File: src/rtl/func_share_arbiter.sv
// Shares one combinational A/B/C/D evaluator between two requesters: IDLE -> EVAL -> DONE.
// Optional build macro FUNC_SHARE_RR_EN selects round-robin tie-breaking instead of fixed priority to requester 0.
module func_share_arbiter #(
  parameter int OPW = 4
) (
  input  logic           CLK,
  input  logic           RST,
  input  logic           req0,
  input  logic [OPW-1:0] op0,
  input  logic           req1,
  input  logic [OPW-1:0] op1,
  output logic           ack0,
  output logic           ack1,
  output logic           y0,
  output logic           y1,
  output logic           busy,
  output logic [OPW-1:0] fu_abcd,
  input  logic           fu_y
);

  typedef enum logic [1:0] {
    ST_IDLE = 2'd0,
    ST_EVAL = 2'd1,
    ST_DONE = 2'd2
  } state_e;

  state_e         state_q;
  logic [OPW-1:0] fu_abcd_q;
  logic           win_q;
  logic           ack0_q;
  logic           ack1_q;
  logic           y0_q;
  logic           y1_q;
  logic           busy_q;
  logic           grant_s;
  logic           win_s;
`ifdef FUNC_SHARE_RR_EN
  // Index of the requester favoured on the next tie.
  logic           prio_q;
`endif

  // Winner selection: a lone request wins, ties follow the configured policy.
  always_comb begin
    grant_s = req0 | req1;
    win_s   = 1'b0;
    if (req0 && req1) begin
`ifdef FUNC_SHARE_RR_EN
      win_s = prio_q;
`else
      win_s = 1'b0;
`endif
    end else if (req1) begin
      win_s = 1'b1;
    end else begin
      win_s = 1'b0;
    end
  end

  // Transaction FSM with all outputs registered.
  always_ff @(posedge CLK) begin
    if (RST) begin
      state_q   <= ST_IDLE;
      fu_abcd_q <= '0;
      win_q     <= 1'b0;
      ack0_q    <= 1'b0;
      ack1_q    <= 1'b0;
      y0_q      <= 1'b0;
      y1_q      <= 1'b0;
      busy_q    <= 1'b0;
`ifdef FUNC_SHARE_RR_EN
      prio_q    <= 1'b0;
`endif
    end else begin
      ack0_q <= 1'b0;
      ack1_q <= 1'b0;
      case (state_q)
        ST_IDLE: begin
          if (grant_s) begin
            fu_abcd_q <= win_s ? op1 : op0;
            win_q     <= win_s;
            busy_q    <= 1'b1;
            state_q   <= ST_EVAL;
`ifdef FUNC_SHARE_RR_EN
            prio_q    <= ~win_s;
`endif
          end else begin
            busy_q  <= 1'b0;
            state_q <= ST_IDLE;
          end
        end
        ST_EVAL: begin
          // fu_abcd has been stable for a full cycle, so fu_y is settled here.
          if (win_q) begin
            y1_q   <= fu_y;
            ack1_q <= 1'b1;
          end else begin
            y0_q   <= fu_y;
            ack0_q <= 1'b1;
          end
          busy_q  <= 1'b1;
          state_q <= ST_DONE;
        end
        ST_DONE: begin
          busy_q  <= 1'b0;
          state_q <= ST_IDLE;
        end
        default: begin
          busy_q  <= 1'b0;
          state_q <= ST_IDLE;
        end
      endcase
    end
  end

  assign ack0    = ack0_q;
  assign ack1    = ack1_q;
  assign y0      = y0_q;
  assign y1      = y1_q;
  assign busy    = busy_q;
  assign fu_abcd = fu_abcd_q;

endmodule

File: config.mk
export PLATFORM = sky130hd
export DESIGN_NAME = func_share_arbiter
export DESIGN_NICKNAME = d
export VERILOG_FILES = /design/src/rtl/func_share_arbiter.sv
export SDC_FILE = /design/constraint.sdc
export NUM_CORES = 1
export LEC_CHECK = 0
export CAP_MARGIN = 15
export CORE_AREA = 10 10 47 49
export CTS_CLUSTER_SIZE = 25
export DETAILED_ROUTE_END_ITERATION = 8
export DIE_AREA = 0 0 57 59
export PLACE_DENSITY = 0.71
export RECOVER_POWER = 50
export REMOVE_ABC_BUFFERS = 1
export SETUP_SLACK_MARGIN = 0.3
export SLEW_MARGIN = 20
export SYNTH_ARGS = -nofsm -noshare
export SYNTH_HDL_FRONTEND = slang
export SYNTH_SLANG_ARGS = --single-unit
File: constraint.sdc
create_clock -name CLK -period 1.36 [get_ports CLK]
set_input_delay 0.272 -clock CLK [delete_from_list [all_inputs] [get_ports CLK]]
set_output_delay 0.272 -clock CLK [all_outputs]
set_load 0.01 [all_outputs]
==> results.sh <==
export IMPL_rsz0062_at_grt="false"
export IMPL_tightest_slew_ps=450
export IMPL_nNetsFinal=85
export IMPL_overflow=0
export IMPL_wirelength_met1_um=474
export IMPL_highest_layer="met4"
export IMPL_leakagePower_nw=0.285
export IMPL_viasPerCell=4.94
export IMPL_start_kind="input pin"
export IMPL_areaGrowthSynthToFinish_pct=55.2
export IMPL_grt_usage_pct=7.09
export IMPL_wl_met3_um=72
export IMPL_antenna_found_initial=0
export IMPL_setup_violations=0
export IMPL_yosysWarnings=0
export IMPL_diodes=0
export IMPL_drive_above_1_share_pct=27.1
export IMPL_clock_fmax_mhz=868
export IMPL_ir_drop_mv=0.481
export IMPL_wire_per_inst_um=14.0
export IMPL_syn_area_um2=442
export IMPL_dr_pass1_iters=4
export IMPL_cap_violations=0
export IMPL_cts_tree="yes"
export IMPL_numCtsBuffers=3
export IMPL_clk_pin_slew_ps=70
export IMPL_wl_um=1200
export IMPL_drt_iter0_markers=6
export IMPL_initial_core_util_pct=31.5
export IMPL_fin_area_um2=686
export IMPL_grt_max_degree=10
export IMPL_dpl_hpwl_um=856
export IMPL_crit_type="in2reg"
export IMPL_io_pins=22
export IMPL_syn_inst=43
export IMPL_remaining_drc_errors=0
export IMPL_htreeDepth=1
export IMPL_cts_root_buf="clkbuf_4"
export IMPL_fin_skew_ps=2.46
export IMPL_slew_headroom_pct=70.0
export IMPL_reg2reg_depth=3
export IMPL_p_total_w=0.000777
export IMPL_die_area_um2=3360
export IMPL_synth_seq_cells=12
export IMPL_insertion_delay_ps=270
export IMPL_timing_final_crit_period_ps=1150
export IMPL_final_cell_mix="dfxtp_1 (10), clkdlybuf4s50_1 (9), inv_1 (5), clkbuf_1 (5), buf_2 (5)"
export IMPL_num_rows=14
export IMPL_worstPathRequired_ps=1490
export IMPL_grt_pass1_wl_um=1930
export IMPL_whs_path_depth=2
export IMPL_ant_nets=0
export IMPL_cp_arrival_ps=1290
export IMPL_seq_area_frac_synth_pct=54.4
export IMPL_status="complete, no violations"
export IMPL_power_density_nw_per_um2=1130
export IMPL_core_um2=1400
export IMPL_cts_num_sinks=12
export IMPL_place_gp_congestion=0.676
export IMPL_finalWorstSetupSlack_ps=208
export IMPL_dr_total_vias=425
export IMPL_fin_crit_sh_pct=84.7
export IMPL_hp_class="reg2reg"
export IMPL_end_kind="register"
export IMPL_preCtsSetupSlack_ps=-153
export IMPL_die_h_um=59
export IMPL_ys_types=17
export IMPL_final_max_slew_violation_count=0
export IMPL_port_buffers=21
export IMPL_synth_area_per_cell_um2=10.3
export IMPL_dr_wl_met2_um=627
export IMPL_first_global_vias=440
export IMPL_hold_viol=0
export IMPL_die_w_um=57
export IMPL_clockBufferDepth=2
export IMPL_layout_commonest_cell="dfxtp_1"
export IMPL_critPathMaxFanout=9
export IMPL_placed_cell_area_um2=682
## critical path: stages
cell           delay (ps)
dlygate4sd3_1         540
clkbuf_1              370
a221oi_1              100
## cell type report
type,count,area (µm²)
multi-input combinational,25,198
fill,152,716
clock buffer,3,22.5
tap,16,20.0
sequential,12,243
timing repair buffer,25,184
inverter,5,18.8
## routing by layer
| metal | vias up | GRT usage (%) |
|---|---|---|
| met1 | 202 | 6.52 |
| met3 | 4 | 2.36 |
| li1 | 209 | - |
| met5 | - | 0 |
| met2 | 10 | 12.9 |
| met4 | 0 | 5.03 |
## cell families after synthesis
group	count (synthesis)	synth area share, %
DFF	12	54.4
muxes	2	4.53
and+or+nand+nor	12	17.3
AOI/OAI and AO/OA	11	18.4
buffers and inverters	6	5.38
## through the flow
step / TNS (ps) / instances / hold slack (ps) / utilization [%]
3_3_place_gp: -486 / 81 / 453 / 48.7
4_1_cts: 0 / 86 / 464 / 49.0
6_report: 0 / 86 / 461 / 48.9
3_5_place_dp: -555 / 81 / 463 / 48.7
5_1_grt: 0 / 86 / 486 / 48.9
2_1_floorplan: 0 / 42 / 344 / -
## timing repair
item                       in CTS  in global routing
buffers inserted                2                  0
setup endpoints to repair      13                  6
resized for setup              39                  5
pin swaps                       3                  1
hold buffers                    0                  0
## worst paths after layout
kind	slack (ps)	start	endpoint
worst min-delay path	460	fu_abcd[3]	fu_abcd[3]
worst min register to register	460	fu_abcd[3]	fu_abcd[3]
worst max-delay path	210	RST	fu_abcd[1]
worst max register to register	330	state_q[0]	y0
## sequential cells by signal (all words and copies together) (netlist names)
register,cells
fu_abcd,4
state_q,2
ack0,1
ack1,1
busy,1
win_q,1
y0,1
y1,1
## power by group
| group | leakage, nW | switching [W] | internal, W |
|---|---|---|---|
| Combinational | 0.172 | 0.0000722 | 0.0000861 |
| Clock | 0.0138 | 0.000116 | 0.000102 |
| Sequential | 0.0996 | 0.0000199 | 0.000380 |
| Total | 0.285 | 0.000208 | 0.000569 |
## Yosys cell counts
master / number / area [µm²]
dfxtp_1: 12 / 240
inv_1: 5 / 18.8
a221oi_1: 4 / 35.0
o22ai_1: 4 / 25.0
nor2_1: 3 / 11.3
mux2i_1: 2 / 20.0
nor3_1: 2 / 10.0
nor3b_1: 2 / 15.0
a211oi_1: 1 / 7.51
a21oi_1: 1 / 5.00
and2_1: 1 / 6.26
buf_2: 1 / 5.00
nand3b_1: 1 / 7.51
nor2_4: 1 / 11.3
nor2b_1: 1 / 6.26
o21ai_2: 1 / 8.76
or2b_2: 1 / 8.76
Note: power is estimated with default switching activity, not from simulation.
